`config.mk`:
```
export PLATFORM = sky130hd
export DESIGN_NAME = mhp_tx_flat
export DESIGN_NICKNAME = d
export VERILOG_FILES = /design/src/rtl/mhp_tx_if.sv /design/src/rtl/mhp_tx.sv /design/src/flat_wrapper.sv
export SDC_FILE = /design/constraint.sdc
export NUM_CORES = 1
export LEC_CHECK = 0
export ABC_AREA = 1
export BUFFER_PORTS_ARGS = -buffer_cell sky130_fd_sc_hd__buf_4
export CAP_MARGIN = 20
export CORE_AREA = 2 2 82 162
export DETAILED_ROUTE_END_ITERATION = 10
export DIE_AREA = 0 0 84 164
export PLACE_DENSITY = 0.79
export SLEW_MARGIN = 15
export SYNTH_ARGS = -nofsm -noshare
export SYNTH_HDL_FRONTEND = slang
export SYNTH_SLANG_ARGS = --single-unit
```
`constraint.sdc`:
```
create_clock -name i_clk -period 3.1 [get_ports i_clk]
set_input_delay 0.465 -clock i_clk [delete_from_list [all_inputs] [get_ports i_clk]]
set_output_delay 0.465 -clock i_clk [all_outputs]
set_load 0.03 [all_outputs]
```
`src/rtl/mhp_tx_if.sv`:
```
// Byte-stream bundle for the MHP transmit framer: upstream payload source and eth TX write side.
interface mhp_tx_if;
    logic [7:0] pdata;
    logic       pvalid;
    logic       pready;
    logic [7:0] wdata;
    logic       wvalid;
    logic       wready;

    modport master (
        input  pdata, pvalid, wready,
        output pready, wdata, wvalid
    );

    modport slave (
        output pdata, pvalid, wready,
        input  pready, wdata, wvalid
    );
endinterface

```
`src/rtl/mhp_tx.sv`:
```
// MHP transmit framer: serialises a 7-byte header, streams the payload, appends a 16-bit sum checksum.
module mhp_tx #(
    parameter int unsigned MAX_LEN = 1024,
    parameter int unsigned LEN_W   = 16
) (
    input  logic        i_clk,
    input  logic        i_rst_n,
    input  logic        i_send,
    input  logic [15:0] i_dst,
    input  logic [15:0] i_src,
    input  logic [15:0] i_size,
    input  logic [7:0]  i_d_type,
    output logic        o_busy,
    output logic        o_done,
    output logic        o_err,
    mhp_tx_if.master    bus
);

    localparam int unsigned IDX_W    = 3;
    localparam logic [IDX_W-1:0] HDR_LAST = IDX_W'(6);

    typedef enum logic [2:0] {ST_IDLE, ST_HDR, ST_PAY, ST_SCS, ST_DONE} state_t;

    state_t             state_q, state_d;
    logic [15:0]        dst_q, dst_d, src_q, src_d, size_q, size_d, scs_q, scs_d;
    logic [7:0]         dtype_q, dtype_d, wdata_q, wdata_d;
    logic [IDX_W-1:0]   idx_q, idx_d;
    logic [LEN_W-1:0]   cnt_q, cnt_d;
    logic               wvalid_q, wvalid_d, busy_q, busy_d, done_q, done_d, err_q, err_d;
    logic               load_ok, pready_c;
    logic [7:0]         hdr_byte;

    // The output register may take a new byte when empty or when its byte leaves this cycle.
    assign load_ok = !wvalid_q || bus.wready;

    always_comb begin
        case (idx_q)
            IDX_W'(1): hdr_byte = dst_q[7:0];
            IDX_W'(2): hdr_byte = src_q[15:8];
            IDX_W'(3): hdr_byte = src_q[7:0];
            IDX_W'(4): hdr_byte = size_q[15:8];
            IDX_W'(5): hdr_byte = size_q[7:0];
            IDX_W'(6): hdr_byte = dtype_q;
            default:   hdr_byte = dst_q[15:8];
        endcase
    end

    always_comb begin
        state_d  = state_q;
        dst_d    = dst_q;
        src_d    = src_q;
        size_d   = size_q;
        dtype_d  = dtype_q;
        scs_d    = scs_q;
        idx_d    = idx_q;
        cnt_d    = cnt_q;
        wdata_d  = wdata_q;
        wvalid_d = wvalid_q && !bus.wready;
        busy_d   = busy_q;
        done_d   = 1'b0;
        err_d    = 1'b0;
        pready_c = 1'b0;

        case (state_q)
            ST_IDLE: begin
                busy_d = 1'b0;
                // busy_q here means the done cycle of the previous request: sends are ignored.
                if (i_send && !busy_q) begin
                    busy_d = 1'b1;
                    if (i_size > 16'(MAX_LEN)) begin
                        done_d = 1'b1;
                        err_d  = 1'b1;
                    end else begin
                        dst_d    = i_dst;
                        src_d    = i_src;
                        size_d   = i_size;
                        dtype_d  = i_d_type;
                        cnt_d    = '0;
                        wdata_d  = i_dst[15:8];
                        wvalid_d = 1'b1;
                        scs_d    = {8'h00, i_dst[15:8]};
                        idx_d    = IDX_W'(1);
                        state_d  = ST_HDR;
                    end
                end
            end
            ST_HDR: begin
                if (load_ok) begin
                    wdata_d  = hdr_byte;
                    wvalid_d = 1'b1;
                    scs_d    = scs_q + {8'h00, hdr_byte};
                    idx_d    = idx_q + IDX_W'(1);
                    if (idx_q == HDR_LAST) begin
                        idx_d   = '0;
                        state_d = (size_q == 16'd0) ? ST_SCS : ST_PAY;
                    end
                end
            end
            ST_PAY: begin
                pready_c = load_ok && (16'(cnt_q) != size_q);
                if (pready_c && bus.pvalid) begin
                    wdata_d  = bus.pdata;
                    wvalid_d = 1'b1;
                    scs_d    = scs_q + {8'h00, bus.pdata};
                    cnt_d    = cnt_q + LEN_W'(1);
                    if ((16'(cnt_q) + 16'd1) == size_q) begin
                        state_d = ST_SCS;
                    end
                end
            end
            ST_SCS: begin
                if (load_ok) begin
                    wvalid_d = 1'b1;
                    if (idx_q == '0) begin
                        wdata_d = scs_q[15:8];
                        idx_d   = IDX_W'(1);
                    end else begin
                        wdata_d = scs_q[7:0];
                        idx_d   = '0;
                        state_d = ST_DONE;
                    end
                end
            end
            ST_DONE: begin
                // load_ok here means the last checksum byte is leaving.
                if (load_ok) begin
                    done_d  = 1'b1;
                    state_d = ST_IDLE;
                end
            end
            default: state_d = ST_IDLE;
        endcase
    end

    always_ff @(posedge i_clk or negedge i_rst_n) begin
        if (!i_rst_n) begin
            state_q  <= ST_IDLE;
            dst_q    <= '0;
            src_q    <= '0;
            size_q   <= '0;
            dtype_q  <= '0;
            scs_q    <= '0;
            idx_q    <= '0;
            cnt_q    <= '0;
            wdata_q  <= '0;
            wvalid_q <= 1'b0;
            busy_q   <= 1'b0;
            done_q   <= 1'b0;
            err_q    <= 1'b0;
        end else begin
            state_q  <= state_d;
            dst_q    <= dst_d;
            src_q    <= src_d;
            size_q   <= size_d;
            dtype_q  <= dtype_d;
            scs_q    <= scs_d;
            idx_q    <= idx_d;
            cnt_q    <= cnt_d;
            wdata_q  <= wdata_d;
            wvalid_q <= wvalid_d;
            busy_q   <= busy_d;
            done_q   <= done_d;
            err_q    <= err_d;
        end
    end

    assign bus.wdata  = wdata_q;
    assign bus.wvalid = wvalid_q;
    assign bus.pready = pready_c;
    assign o_busy     = busy_q;
    assign o_done     = done_q;
    assign o_err      = err_q;

endmodule
```
`src/flat_wrapper.sv`:
```
// flat-port wrapper written by rule: the top's interface ports become plain ports
module mhp_tx_flat 
#(
    parameter int unsigned MAX_LEN = 1024,
    parameter int unsigned LEN_W   = 16
)
  (i_clk, i_rst_n, i_send, i_dst, i_src, i_size, i_d_type, o_busy, o_done, o_err, bus_pdata, bus_pvalid, bus_wready, bus_pready, bus_wdata, bus_wvalid);
  mhp_tx_if bus_i ();
  input  logic i_clk;
  input  logic i_rst_n;
  input  logic i_send;
  input  logic [15:0] i_dst;
  input  logic [15:0] i_src;
  input  logic [15:0] i_size;
  input  logic [7:0] i_d_type;
  output logic o_busy;
  output logic o_done;
  output logic o_err;
  input wire logic [$bits(bus_i.pdata)-1:0] bus_pdata;
  input wire logic [$bits(bus_i.pvalid)-1:0] bus_pvalid;
  input wire logic [$bits(bus_i.wready)-1:0] bus_wready;
  output wire logic [$bits(bus_i.pready)-1:0] bus_pready;
  output wire logic [$bits(bus_i.wdata)-1:0] bus_wdata;
  output wire logic [$bits(bus_i.wvalid)-1:0] bus_wvalid;
  assign bus_i.pdata = bus_pdata;
  assign bus_i.pvalid = bus_pvalid;
  assign bus_i.wready = bus_wready;
  assign bus_pready = bus_i.pready;
  assign bus_wdata = bus_i.wdata;
  assign bus_wvalid = bus_i.wvalid;
  mhp_tx #(.MAX_LEN(MAX_LEN), .LEN_W(LEN_W)) u_core (.i_clk(i_clk), .i_rst_n(i_rst_n), .i_send(i_send), .i_dst(i_dst), .i_src(i_src), .i_size(i_size), .i_d_type(i_d_type), .o_busy(o_busy), .o_done(o_done), .o_err(o_err), .bus(bus_i));
endmodule
```
==> key figures <==
Status
  – Run status: finished, final reports clean

Critical path
  – Critical Path Source Type: register
  – Critical path type: register to register
  – Cell chain of the critical path: inv_4 -> ha_2 -> inv_2 -> o21ai_2 -> buf_4 -> o22ai_1 -> inv_1 -> a31oi_2 -> ha_1 -> a21oi_2 -> nand2_2 -> nand2_1 -> nand2_1 -> nand3_1 -> nand2_1 -> or2_2 -> nand3_1 -> o21ai_1
  – Cell with the largest stage delay on the worst path: sky130_fd_sc_hd__dfrtp_2
  – Reg-to-reg endpoint: u_core.scs_q[9]$_DFFE_PN0P_
  – Crit end category: register
  – Max incr delay on CP: roughly 0.48 ns
  – Depth of the most critical reg-to-reg path: 18
  – Flop2flop setup slack: roughly 0.14 ns
  – Signal arrival time at the worst endpoint: 3.19 ns
  – RR Startpoint: u_core.idx_q[2]$_DFFE_PN0P_
  – Crit path required time: approximately 3.3 ns
  – Most used cell along the critical path: sky130_fd_sc_hd__nand2_1
  – Highest net fanout along the worst path: 7

STA
  – Tightest Pin Transition: ~0.71 ns
  – Fin. Hold Viols: 0
  – Final Critical Period: just under 3 ns
  – Worst hold slack: approximately 0.17 ns
  – Clock skew after layout: around 0.011 ns
  – Setup Viol. Count Final: 0
  – Maximum clock frequency: 338.3 MHz
  – Final worst path period share: 0.9535
  – Headroom to the max-slew limit: 0.5243
  – Count of final max-slew check failures: 0
  – Worst-case setup margin in the final layout: between 0.1 and 0.15 ns

Routing
  – Post-detailed-route wirelength per cell: between 15 and 20 µm
  – Via count normalized by instance count: about 5.6
  – Drt total wl: 20.93 mm
  – Residual antenna-violating net count after detailed routing: 0
  – Number of DRC violations after detailed routing: 0
  – Number of vias after detailed routing: about 6,700
  – Number of iterations in the first detailed-routing pass: 5
  – Initial drt markers: just under 400

Hold path
  – Worst hold-check path type: primary input to async pin

Floorplan
  – Die ar.: roughly 14,000 µm²
  – Number of placement rows: 58
  – I/O pin count: 82
  – Starting density of the core: 0.5351
  – Die height: roughly 160 µm
  – Overall die width: around 84 µm
  – Floorplan core area: around 13,000 µm²

Clocking
  – Sinks on the clock net: 106
  – Number of H-tree branching levels: 3
  – Clock tree from TritonCTS: built
  – Total clock buffers created by CTS: 9
  – Clk root buf: sky130_fd_sc_hd__clkbuf_16
  – Maximum clock insertion buffer count: 2
  – Clock latency on the worst-skew pair: between 0.3 and 0.4 ns
  – Clock-pin slew reported for the worst setup and hold paths after clock tree synthesis: 0.07 ns
  – CTS hold repair buffers: 0

Yosys
  – Top post-synthesis cells by area: sky130_fd_sc_hd__dfrtp_1 39%, sky130_fd_sc_hd__nand2_1 18%, sky130_fd_sc_hd__inv_1 6.5%, sky130_fd_sc_hd__o21ai_0 5.4%, sky130_fd_sc_hd__nor2_1 4.4%
  – Avg Cell Area, Syn: ~7 µm²
  – Area fraction of the dominant cell type after synthesis: 0.3949
  – Top cell types by occurrence after synthesis: 320 x sky130_fd_sc_hd__nand2_1, 117 x sky130_fd_sc_hd__inv_1, 106 x sky130_fd_sc_hd__dfrtp_1
  – Flop and latch count out of synthesis: about 110
  – Top_reg_cell synth: sky130_fd_sc_hd__dfrtp_1
  – Post-synth net total: 1,040
  – Number of standard cells after synthesis: between 900 and 1,000
  – Share of the yosys chip area belonging to registers: 0.3949
  – EDFF count, synth: 0
  – Synthesized cell area: approximately 6700 µm²
  – Post-synth top area cell: sky130_fd_sc_hd__dfrtp_1
  – Most frequent cell after synthesis: sky130_fd_sc_hd__nand2_1
  – Count of unique library cells instantiated by Yosys: 39
  – Yosys warnings: 0
  – Proportion of synthesized flip-flops having asynchronous set or reset: 1.000

Flow run
  – Maximum Capacitance Violations: 0

Global routing
  – Via count of the first global-routing pass: 6,670
  – Maximum number of pins on one net before global-route repair: 93
  – First-pass GRT wire length: 32.81 mm
  – Total global-route track usage: 0.3095
  – Initial antenna violation count: 0
  – Total congestion overflow: 0

Power
  – Leakage Power: roughly 4.0 nW
  – Peak supply drop: just under 0.7 mV
  – Power Total: 7.991 mW
  – Power density of the placed cells: 1004 nW/µm²

Finish
  – Antenna diode count: 0
  – P&R area growth vs syn: 18.46%
  – Share of final-layout standard cells stronger than drive strength 1: 0.1730
  – Filler Cells Inserted: approximately 1,200
  – Area of all sequential standard cells: about 2700 µm²
  – Non-filler instance count after layout: roughly 1,200
  – Total area of multi-input combinational cells: around 3600 µm²
  – Final design instance area without fill: 7958 µm²
  – Final nets: 1,123

Place
  – Count of buffers from port buffering: 81
  – Post-Place Cell Area: between 7000 and 8000 µm²
  – Placer Congestion: roughly 0.96
  – Hpwl dp: approximately 16 mm
  – Placed insts: roughly 1,200
  – Worst slack after detailed placement: approximately 0.033 ns
## stage by stage
stage,TNS [ns],util
after floorplan,0,-
after global placement,0,0.5991
after detailed placement,0,0.5991
after CTS,0,0.6206
after global routing,-0.06294,0.6338
final,0,0.6338
## placed cells by master, fill, tap and decap left out, types with 3 or more instances in the layout
| master | count |
|---|---|
| sky130_fd_sc_hd__a211oi_2 | 3 |
| sky130_fd_sc_hd__a21oi_1 | 26 |
| sky130_fd_sc_hd__a21oi_2 | 4 |
| sky130_fd_sc_hd__a31oi_1 | 3 |
| sky130_fd_sc_hd__a31oi_2 | 4 |
| sky130_fd_sc_hd__buf_4 | 96 |
| sky130_fd_sc_hd__clkbuf_16 | 9 |
| sky130_fd_sc_hd__dfrtp_1 | 105 |
| sky130_fd_sc_hd__ha_1 | 9 |
| sky130_fd_sc_hd__inv_1 | 113 |
| sky130_fd_sc_hd__inv_2 | 9 |
| sky130_fd_sc_hd__mux2i_1 | 6 |
| sky130_fd_sc_hd__nand2_1 | 315 |
| sky130_fd_sc_hd__nand2_2 | 10 |
| sky130_fd_sc_hd__nand2_4 | 3 |
| sky130_fd_sc_hd__nand3_1 | 57 |
| sky130_fd_sc_hd__nand3b_1 | 4 |
| sky130_fd_sc_hd__nand4_1 | 11 |
| sky130_fd_sc_hd__nor2_1 | 73 |
| sky130_fd_sc_hd__nor2_2 | 6 |
| sky130_fd_sc_hd__nor2_4 | 7 |
| sky130_fd_sc_hd__nor3_1 | 5 |
| sky130_fd_sc_hd__nor4_1 | 3 |
| sky130_fd_sc_hd__o211ai_1 | 8 |
| sky130_fd_sc_hd__o21ai_0 | 72 |
| sky130_fd_sc_hd__o21ai_1 | 6 |
| sky130_fd_sc_hd__o21ai_2 | 9 |
| sky130_fd_sc_hd__o22ai_1 | 15 |
| sky130_fd_sc_hd__xnor2_1 | 7 |
| sky130_fd_sc_hd__xor2_1 | 21 |
## registers in the layout (all words and copies together) (netlist names), 3 cells and up
signal and count:
u_core.size_q 16, u_core.scs_q 16, u_core.src_q 16, u_core.cnt_q 16, u_core.bus.wdata 8, u_core.dst_q 16
u_core.idx_q 3, u_core.dtype_q 8, u_core.state_q 3
## per-layer routing
layer	routed length, µm	share of wire	vias up	global-route usage
li1	-	-	3226	-
met4	1635	0.078	0	0.2346
met1	7017	0.34	3117	0.3042
met5	0	0	-	0
met2	11580	0.55	224	0.5840
met3	701	0.033	92	0.03065
## critical path, delay by kind of cell, from the launching register on
kind / cells / cell delay (ns)
compound gates: 5 / 0.49
fa+ha+maj: 2 / 0.57
buf+inv: 4 / 0.51
flops: 1 / 0.48
simple gates: 7 / 0.78
## final cells by class
| cell class | count | area share |
|---|---|---|
| multi-input combinational | 703 | 0.4550 |
| sequential | 106 | 0.3335 |
| timing repair buffer | 98 | 0.09560 |
| inverter | 123 | 0.05833 |
| clock buffer | 11 | 0.02925 |
| tap | 150 | 0.02358 |
| clock inverter | 5 | 0.004717 |
## where the power goes
part | internal, mW | total [mW] | switching [mW]
clock | 0.552 | 1.10 | 0.549
combinational | 1.68 | 4.70 | 3.02
sequential | 1.81 | 2.19 | 0.388
total | 4.04 | 7.99 | 3.96
## worst max-delay path by stage
| stage | from | to | depth (start not counted) |
|---|---|---|---|
| 6_report | u_core.idx_q[2]$_DFFE_PN0P_ | u_core.scs_q[9]$_DFFE_PN0P_ | 18 |
| 5_1_grt | u_core.idx_q[0]$_DFFE_PN0P_ | u_core.scs_q[15]$_DFFE_PN0P_ | 20 |
| 4_1_cts | u_core.idx_q[1]$_DFFE_PN0P_ | u_core.scs_q[9]$_DFFE_PN0P_ | 19 |
| 3_5_place_dp | u_core.idx_q[1]$_DFFE_PN0P_ | u_core.scs_q[9]$_DFFE_PN0P_ | 19 |
| 3_3_place_gp | u_core.idx_q[1]$_DFFE_PN0P_ | u_core.scs_q[9]$_DFFE_PN0P_ | 19 |
| 2_1_floorplan | u_core.idx_q[2]$_DFFE_PN0P_ | u_core.scs_q[14]$_DFFE_PN0P_ | 19 |
## cells by family after synthesis
group           count (synthesis)  share of synthesized area
xor+xnor                       28                    0.03651
flops                         106                     0.3949
buf+inv                       149                    0.08922
compound gates                158                     0.1360
simple gates                  498                     0.3092
fa+ha+maj                      13                    0.02533
mux                             6                   0.008941
## timing repair
item                       4_1_cts  5_1_grt
setup buffers                    0        2
setup endpoints to repair        0       11
gates resized for setup          0       43
Note: power is estimated with default switching activity, not from simulation.
